===== src/rtl/sim_stop_ctrl_if.sv =====
// sim_stop_ctrl_if: request/status bundle between testbench agents and the
// simulation-termination controller. Agents drive requests (master side);
// the controller drives the registered run status back (slave side).
interface sim_stop_ctrl_if #(
    parameter int N = 4
);
    logic [N-1:0] done_req;
    logic [N-1:0] fail_req;
    logic         activity;
    logic [1:0]   state;
    logic         stop;
    logic         pass;
    logic         fail;
    logic [2:0]   reason;
    logic [63:0]  cycles;

    modport master (
        output done_req,
        output fail_req,
        output activity,
        input  state,
        input  stop,
        input  pass,
        input  fail,
        input  reason,
        input  cycles
    );

    modport slave (
        input  done_req,
        input  fail_req,
        input  activity,
        output state,
        output stop,
        output pass,
        output fail,
        output reason,
        output cycles
    );
endinterface


===== src/rtl/sim_stop_ctrl.sv =====
// sim_stop_ctrl: collects done/fail requests from N agents, runs a global
// cycle timeout and an optional idle watchdog, drains for DRAIN cycles and
// then parks in a terminal STOPPED state reporting pass/fail and the reason.
// Optional build macro SIM_STOP_CTRL_FINISH_EN: when defined, the controller
// prints a stop message and calls $finish on the edge that enters STOPPED.
// Without it the design calls no system tasks at all.
module sim_stop_ctrl #(
    parameter int N          = 4,
    parameter int TIMEOUT    = 50000000,
    parameter int IDLE_LIMIT = 0,
    parameter int DRAIN      = 16
) (
    input logic            clk,
    input logic            rst,
    sim_stop_ctrl_if.slave bus
);

    typedef enum logic [1:0] {
        ST_RUN     = 2'd0,
        ST_DRAIN   = 2'd1,
        ST_STOPPED = 2'd2
    } state_t;

    localparam logic [2:0] RSN_NONE    = 3'd0;
    localparam logic [2:0] RSN_DONE    = 3'd1;
    localparam logic [2:0] RSN_FAIL    = 3'd2;
    localparam logic [2:0] RSN_TIMEOUT = 3'd3;
    localparam logic [2:0] RSN_IDLE    = 3'd4;

    // Zero values disable the corresponding mechanism; the *_LAST constants
    // are the counter values seen on the edge that fires.
    localparam bit          TIMEOUT_EN   = (TIMEOUT != 0);
    localparam bit          IDLE_EN      = (IDLE_LIMIT != 0);
    localparam bit          DRAIN_EN     = (DRAIN != 0);
    localparam logic [63:0] TIMEOUT_LAST = TIMEOUT_EN ? 64'(TIMEOUT - 1) : 64'd0;
    localparam logic [31:0] IDLE_LAST    = IDLE_EN ? 32'(IDLE_LIMIT - 1) : 32'd0;
    localparam logic [31:0] DRAIN_LAST   = DRAIN_EN ? 32'(DRAIN - 1) : 32'd0;

    // Saturating increments: counters stick at all ones instead of wrapping.
    function automatic logic [63:0] sat_inc64(input logic [63:0] v);
        return (&v) ? v : v + 64'd1;
    endfunction

    function automatic logic [31:0] sat_inc32(input logic [31:0] v);
        return (&v) ? v : v + 32'd1;
    endfunction

    state_t       state_q,     state_d;
    logic [N-1:0] done_mask_q, done_mask_d;
    logic [31:0]  idle_cnt_q,  idle_cnt_d;
    logic [31:0]  drain_cnt_q, drain_cnt_d;
    logic [63:0]  cycles_q,    cycles_d;
    logic         fail_q,      fail_d;
    logic [2:0]   reason_q,    reason_d;
    logic         stop_q,      stop_d;
    logic         pass_q,      pass_d;

    logic         any_fail;
    logic         timeout_hit;
    logic         idle_hit;
    logic         done_all;
    logic         run_exit;

    // Next-state, counter and status computation; everything lands in
    // registers so no input reaches an output combinationally.
    always_comb begin
        state_d     = state_q;
        done_mask_d = done_mask_q;
        idle_cnt_d  = idle_cnt_q;
        drain_cnt_d = drain_cnt_q;
        cycles_d    = cycles_q;
        fail_d      = fail_q;
        reason_d    = reason_q;
        any_fail    = |bus.fail_req;
        timeout_hit = 1'b0;
        idle_hit    = 1'b0;
        done_all    = 1'b0;
        run_exit    = 1'b0;

        case (state_q)
            ST_RUN: begin
                cycles_d    = sat_inc64(cycles_q);
                done_mask_d = done_mask_q | bus.done_req;
                done_all    = &done_mask_d;
                timeout_hit = TIMEOUT_EN && (cycles_q == TIMEOUT_LAST);

                // Idle counter tracks consecutive edges without progress.
                if (bus.activity) begin
                    idle_cnt_d = 32'd0;
                end else begin
                    idle_cnt_d = sat_inc32(idle_cnt_q);
                    idle_hit   = IDLE_EN && (idle_cnt_q >= IDLE_LAST);
                end

                run_exit = any_fail | timeout_hit | idle_hit | done_all;

                // Priority: failure, then timeout, then idle, then done.
                if (any_fail) begin
                    fail_d   = 1'b1;
                    reason_d = RSN_FAIL;
                end else if (timeout_hit) begin
                    fail_d   = 1'b1;
                    reason_d = RSN_TIMEOUT;
                end else if (idle_hit) begin
                    fail_d   = 1'b1;
                    reason_d = RSN_IDLE;
                end else if (done_all) begin
                    reason_d = RSN_DONE;
                end

                if (run_exit) begin
                    drain_cnt_d = 32'd0;
                    state_d     = DRAIN_EN ? ST_DRAIN : ST_STOPPED;
                end
            end

            ST_DRAIN: begin
                // Late failures still count; the stop reason is already fixed.
                cycles_d = sat_inc64(cycles_q);
                if (any_fail) begin
                    fail_d = 1'b1;
                end
                if (drain_cnt_q >= DRAIN_LAST) begin
                    state_d = ST_STOPPED;
                end else begin
                    drain_cnt_d = drain_cnt_q + 32'd1;
                end
            end

            ST_STOPPED: begin
                state_d = ST_STOPPED;
            end

            default: begin
                state_d = ST_RUN;
            end
        endcase

        stop_d = (state_d == ST_STOPPED);
        pass_d = stop_d && !fail_d;
    end

    // State and status registers; reset restarts the run from any state.
    always_ff @(posedge clk) begin
        if (rst) begin
            state_q     <= ST_RUN;
            done_mask_q <= '0;
            idle_cnt_q  <= 32'd0;
            drain_cnt_q <= 32'd0;
            cycles_q    <= 64'd0;
            fail_q      <= 1'b0;
            reason_q    <= RSN_NONE;
            stop_q      <= 1'b0;
            pass_q      <= 1'b0;
        end else begin
            state_q     <= state_d;
            done_mask_q <= done_mask_d;
            idle_cnt_q  <= idle_cnt_d;
            drain_cnt_q <= drain_cnt_d;
            cycles_q    <= cycles_d;
            fail_q      <= fail_d;
            reason_q    <= reason_d;
            stop_q      <= stop_d;
            pass_q      <= pass_d;
        end
    end

`ifdef SIM_STOP_CTRL_FINISH_EN
    // Self-terminating build: announce the stop and end the simulation on
    // the edge that enters STOPPED.
    always_ff @(posedge clk) begin
        if (!rst && (state_q != ST_STOPPED) && (state_d == ST_STOPPED)) begin
            $display("STOPPING SIMULATION: reason=%0d cycles=%0d pass=%0b",
                     reason_d, cycles_d, pass_d);
            $finish;
        end
    end
`else
    // Harness-terminated build: stop and pass are the only end-of-run
    // indications and the harness decides when to finish.
`endif

    assign bus.state  = state_q;
    assign bus.stop   = stop_q;
    assign bus.pass   = pass_q;
    assign bus.fail   = fail_q;
    assign bus.reason = reason_q;
    assign bus.cycles = cycles_q;

endmodule


===== src/flat_wrapper.sv =====
// flat-port wrapper written by rule: the top's interface ports become plain ports
module sim_stop_ctrl_flat 
#(
    parameter int N          = 4,
    parameter int TIMEOUT    = 50000000,
    parameter int IDLE_LIMIT = 0,
    parameter int DRAIN      = 16
)
  (clk, rst, bus_done_req, bus_fail_req, bus_activity, bus_state, bus_stop, bus_pass, bus_fail, bus_reason, bus_cycles);
  sim_stop_ctrl_if #(.N(N)) bus_i ();
  input logic clk;
  input logic rst;
  input wire logic [$bits(bus_i.done_req)-1:0] bus_done_req;
  input wire logic [$bits(bus_i.fail_req)-1:0] bus_fail_req;
  input wire logic [$bits(bus_i.activity)-1:0] bus_activity;
  output wire logic [$bits(bus_i.state)-1:0] bus_state;
  output wire logic [$bits(bus_i.stop)-1:0] bus_stop;
  output wire logic [$bits(bus_i.pass)-1:0] bus_pass;
  output wire logic [$bits(bus_i.fail)-1:0] bus_fail;
  output wire logic [$bits(bus_i.reason)-1:0] bus_reason;
  output wire logic [$bits(bus_i.cycles)-1:0] bus_cycles;
  assign bus_i.done_req = bus_done_req;
  assign bus_i.fail_req = bus_fail_req;
  assign bus_i.activity = bus_activity;
  assign bus_state = bus_i.state;
  assign bus_stop = bus_i.stop;
  assign bus_pass = bus_i.pass;
  assign bus_fail = bus_i.fail;
  assign bus_reason = bus_i.reason;
  assign bus_cycles = bus_i.cycles;
  sim_stop_ctrl #(.N(N), .TIMEOUT(TIMEOUT), .IDLE_LIMIT(IDLE_LIMIT), .DRAIN(DRAIN)) u_core (.clk(clk), .rst(rst), .bus(bus_i));
endmodule

===== config.mk =====
export PLATFORM = sky130hd
export DESIGN_NAME = sim_stop_ctrl_flat
export DESIGN_NICKNAME = d
export VERILOG_FILES = /design/src/rtl/sim_stop_ctrl_if.sv /design/src/rtl/sim_stop_ctrl.sv /design/src/flat_wrapper.sv
export SDC_FILE = /design/constraint.sdc
export NUM_CORES = 1
export LEC_CHECK = 0
export CAP_MARGIN = 30
export CORE_ASPECT_RATIO = 1.5
export CORE_MARGIN = 3
export CORE_UTILIZATION = 56
export CTS_BUF_LIST = sky130_fd_sc_hd__clkbuf_4 sky130_fd_sc_hd__clkbuf_8
export CTS_CLUSTER_SIZE = 25
export DETAILED_ROUTE_END_ITERATION = 8
export PLACE_DENSITY = 0.93
export SKIP_LAST_GASP = 1
export SLEW_MARGIN = 20
export SYNTH_ARGS = -nofsm -noshare
export SYNTH_HDL_FRONTEND = slang
export SYNTH_SLANG_ARGS = --single-unit

===== constraint.sdc =====
create_clock -name clk -period 3.7 [get_ports clk]
set_clock_uncertainty 0.05 [all_clocks]
set_input_delay 0.74 -clock clk [delete_from_list [all_inputs] [get_ports clk]]
set_output_delay 0.74 -clock clk [all_outputs]
set_load 0.05 [all_outputs]

### After elaboration in Yosys (flattened, before gate mapping)

Cells that the tools add are included.
Widths: inputs -> output; s select.

* $add $sub $neg: 2
* $lt $le $gt $ge: 1
* eq/ne operators: 6
* multiplexer cells: 16
* bitwise gates (word level): 5
* reduce and logical (&&, ||, !) cells: 12

Operators with widths (number)
* $add 64x1->64 const B: 1
* $eq 64x26->1 const B: 1
* $mux 32: 2
* $pmux 32 s2: 1
* $reduce_and 64->1: 1
* $add 32x1->32 const B: 1
* $ge 32x4->1 const B: 1
* $mux 3: 4
* $pmux 2 s3: 1
* $mux 1: 5
* $eq 2x2->1 const B: 2
* $mux 2: 2
* $or 4x4->4: 1
* $reduce_and 2->1: 2
* $reduce_and 4->1: 1
* $reduce_bool 4->1: 1
* $reduce_or 4->1: 1
* $or 1x1->1: 3
* $reduce_and 3->1: 1
* $eq 2x1->1 const B: 1
* $logic_not 2->1: 1
* $ne 2x1->1 const B: 1
* $ne 2x2->1 const B: 1
* $pmux 1 s2: 1
* 5 further kinds: 5

* bits in registers: 108
* bits of input ports: 11
* output and inout port bits: 72
* logic and storage cells: 50

### Logic depth before layout (Yosys ltp)

* depth after elaboration: 8
* depth in mapped cells: 10
* depth with buffers taken out: 7

### Worst setup path before layout

OpenSTA, ideal clock, no wires.

* path type: flip-flop to flip-flop
* from: register u_core.cycles_q[0] (netlist: u_core.bus.cycles[0])
* to: register u_core.drain_cnt_q[13]
* library setup time: 0.070 ns
* arrival time: 2.870 ns
* data required time: 3.580 ns
* setup slack: 0.709 ns
* cell stages (with the launch flop): 9
* buffers on the path: 1
* period minus slack after synthesis: 2.991 ns
* path through: dfxtp_1 ha_1 and4_1 and4b_1 or4b_4 a211o_1 buf_6 or4_1 a21oi_1

* word-level cells in the longest chain between the ends: 6

RTL lines
* from (decl): line sim_stop_ctrl.sv:52 `logic [63:0] cycles_q, cycles_d;`
* from (signal assigned): line sim_stop_ctrl.sv:160 `cycles_q <= cycles_d;`
* $eq 64x26->1: line sim_stop_ctrl.sv:85 `timeout_hit = TIMEOUT_EN && (cycles_q == TIMEOUT_LAST);`
* $or 1x1->1 (3 in series): line sim_stop_ctrl.sv:95 `run_exit = any_fail | timeout_hit | idle_hit | done_all;`
* $ne 2x1->1 (no source line)
* $reduce_and 3->1 (no source line)
* to (signal assigned): line sim_stop_ctrl.sv:159 `drain_cnt_q <= drain_cnt_d;`
* to (decl): line sim_stop_ctrl.sv:51 `logic [31:0] drain_cnt_q, drain_cnt_d;`

No other way between the ends.
A chain may end at the register's enable or synchronous reset.

### Worst setup path after layout

* from: register u_core.cycles_q[37] (netlist: u_core.bus.cycles[37])
* to: register u_core.drain_cnt_q[14]

The elaborated chain is that of the path after synthesis.

==> results.toml <==
[timing]
finalSetupViolations = 0
worst_slew_pin_slew_ps = 897
rsz0062_at_grt = "no"
fmax_ghz = 0.317
timing_hold_violations_final = 0
min_period_ps = 3150
slew_headroom_pct = 39.6
finalSetupTns_ps = 0
hold_ws_ps = 431
timing.final.crit_share_pct = 85.2
finalMaxSlewViolations = 0

[cts]
hold_buffers = 0
cts_root_buffer = "clkbuf_8"
cts_tree = "done"
cts_htree_levels = 3
cts_max_path_buffers = 2
clk_latency_ps = 380
clk_pin_slew_ps = 100
cts_setup_buffers = 0
ctsResizeCount = 0
cts_sinks = 107
cts_buffers = 9

[min_path]
hp-class = "reg -> reg"

[worst_setup_path]
cp-end-kind = "flop"
cp-start-kind = "flop"
critPathMaxFanout = 22
crit_family = "simple AND/OR/NAND/NOR gates"
rrSetupSlack_ps = 550
critPathKind = "reg -> reg"
slowest_delay_ps = 630
worstPathCellList = "nor4_1 -> nand4_1 -> or4b_4 -> a211o_1 -> or4_1 -> a21oi_1"
required_ps = 3960
crit_slowest_cell = "or4b_4"
crit_buf_inv = 0
crit_arrival_ps = 3420

[floorplan]
die-area_um2 = 10800
start_util_pct = 57.6
dieWidth_um = 85.7
fp.dieH_um = 126
coreArea_um2 = 9250
ioPinCount = 83
core.rowCount = 43

[global_route]
globalRouteOverflowTotal = 0
grt_max_degree = 54
antenna_found_initial = 0
grt_pass1_vias = 5371
track_usage_pct = 28.1
grt_pass1_wl_um = 25000

[logic_synthesis]
synth_edf_count = 0
yosysSeqAreaShare_pct = 40.2
netlist_area_um2 = 5330
synth_flop_cell = "dfxtp_1"
synthArstFlopShare_pct = 0
ys_seq_elements = 107
synth.avg_cell_area_um2 = 8.14
ys.warnings.count = 0
syn_inst = 655
synthDistinctLibCells = 53
syn-num-nets = 668

[routing]
avgRoutedWirePerCell_um = 17.9
detailedRoute.firstIterationViolations = 487
routed_wl_um = 15100
via_per_inst = 6.66
drt_first_pass_iters = 5
ant_nets = 0
vias = 5626
post-route-drc-count = 0

[final_layout]
nFillCells = 743
num_antenna_cells = 0
layout.cells.non_filler = 845
layout_common_cells = "dfxtp_1, clkdlybuf4s50_1, nor2_1, a21oi_1, nand2_1"
multi_input_area_um2 = 3010
utilization_pct = 69.3
area_delta_synth_final_pct = 20.2
ff_latch_area_um2 = 2140
layout_commonest_cell = "dfxtp_1"
drive_above_1_share_pct = 6.41
fin_nets = 742

[power]
p_per_area_nw_per_um2 = 300
leakage_nw = 2.02
ir_drop_uv = 232
p_total_w = 0.00192

[run]
maxCapViolations = 0

[placed_design]
place_congestion = 0.853
dp.cells = 830
portBuffers = 80
hpwl_um = 10800

[status]
status = "finished clean"
-- report_power, final --
| group | switching, W | internal (W) | total [W] |
|---|---|---|---|
| combinational | 0.0000607 | 0.0000305 | 0.0000913 |
| clock | 0.000396 | 0.000266 | 0.000662 |
| sequential | 0.00000995 | 0.00116 | 0.00117 |
-- worst reg2reg max path, stage by stage (launching register included) --
cell and delay [ps]:
dfxtp_1 380, nor4_1 460, nand4_1 260, or4b_4 630, a211o_1 520, or4_1 630, a21oi_1 160
-- routing by layer --
| layer | vias to the layer above | wire [µm] | track usage (%) |
|---|---|---|---|
| li1 | 2612 | - | - |
| met1 | 2663 | 5630 | 31.4 |
| met2 | 289 | 7840 | 49.4 |
| met3 | 62 | 948 | 4.55 |
| met4 | 0 | 665 | 15.8 |
| met5 | - | 0 | 0 |
-- kinds of logic after synthesis --
kind of cell	Yosys count	share of synthesized area (%)
AO/OA/AOI/OAI	149	16.7
XOR/XNOR	25	4.11
adder cells (fa/ha/maj)	2	0.469
buffers and inverters	42	3.31
flip-flops	107	40.2
multiplexers	8	1.64
other	1	0.0703
AND/OR/NAND/NOR	321	33.5
-- final cells by class --
class,count,area share [%]
timing repair buffer,93,14.0
clock inverter,4,0.429
sequential,107,33.4
clock buffer,11,2.26
multi-input combinational,506,47.0
tap,112,2.19
inverter,12,0.703
-- worst paths after layout --
check,from,to,cells past startpoint
min reg2reg,u_core.done_mask_q[3],u_core.done_mask_q[3],2
max,u_core.bus.cycles[37],u_core.drain_cnt_q[14],6
min,u_core.done_mask_q[3],u_core.done_mask_q[3],2
max reg2reg,u_core.bus.cycles[37],u_core.drain_cnt_q[14],6
-- metrics by stage --
stage	setup WS (ps)	cell area, µm²
2_1_floorplan	709	5330
3_5_place_dp	556	6240
6_report	548	6410
3_3_place_gp	670	6230
5_1_grt	370	6410
4_1_cts	578	6410
-- state kept, by name (all words and copies together), names as in the netlist --
signal / flops
u_core.bus.stop: 1
u_core.bus.reason: 2
u_core.drain_cnt_q: 32
u_core.bus.pass: 1
u_core.bus.fail: 1
u_core.bus.state: 2
u_core.bus.cycles: 64
u_core.done_mask_q: 4
-- synth_stat cells, drive strengths merged, types with 2 or more instances --
master   count  share of area, %
dfxtp      107                40
nor2        61               4.3
a21oi       60               5.6
nand2       43               3.0
o21ai       35               3.3
nand4       34               4.0
nand3       33               3.1
or3         27               3.2
or4         24               3.4
nor4        23               2.7
clkbuf      22               1.5
o31ai       22               3.1
and3        17               2.0
and2        13               1.5
nor3        13               1.2
xor2        13               2.1
and4        12               2.1
inv         12              0.84
xnor2       12               2.0
buf          8              0.91
nor2b        7              0.82
a211oi       6              0.84
mux2         6               1.3
or2          6              0.70
a31oi        4              0.47
o211ai       4              0.66
o21a         4              0.56
nor4b        3              0.73
o2111ai      3              0.49
a41oi        2              0.33
ha           2              0.47
mux2i        2              0.38
nand2b       2              0.23
o22ai        2              0.23
Power figures use the tool's default switching activity.
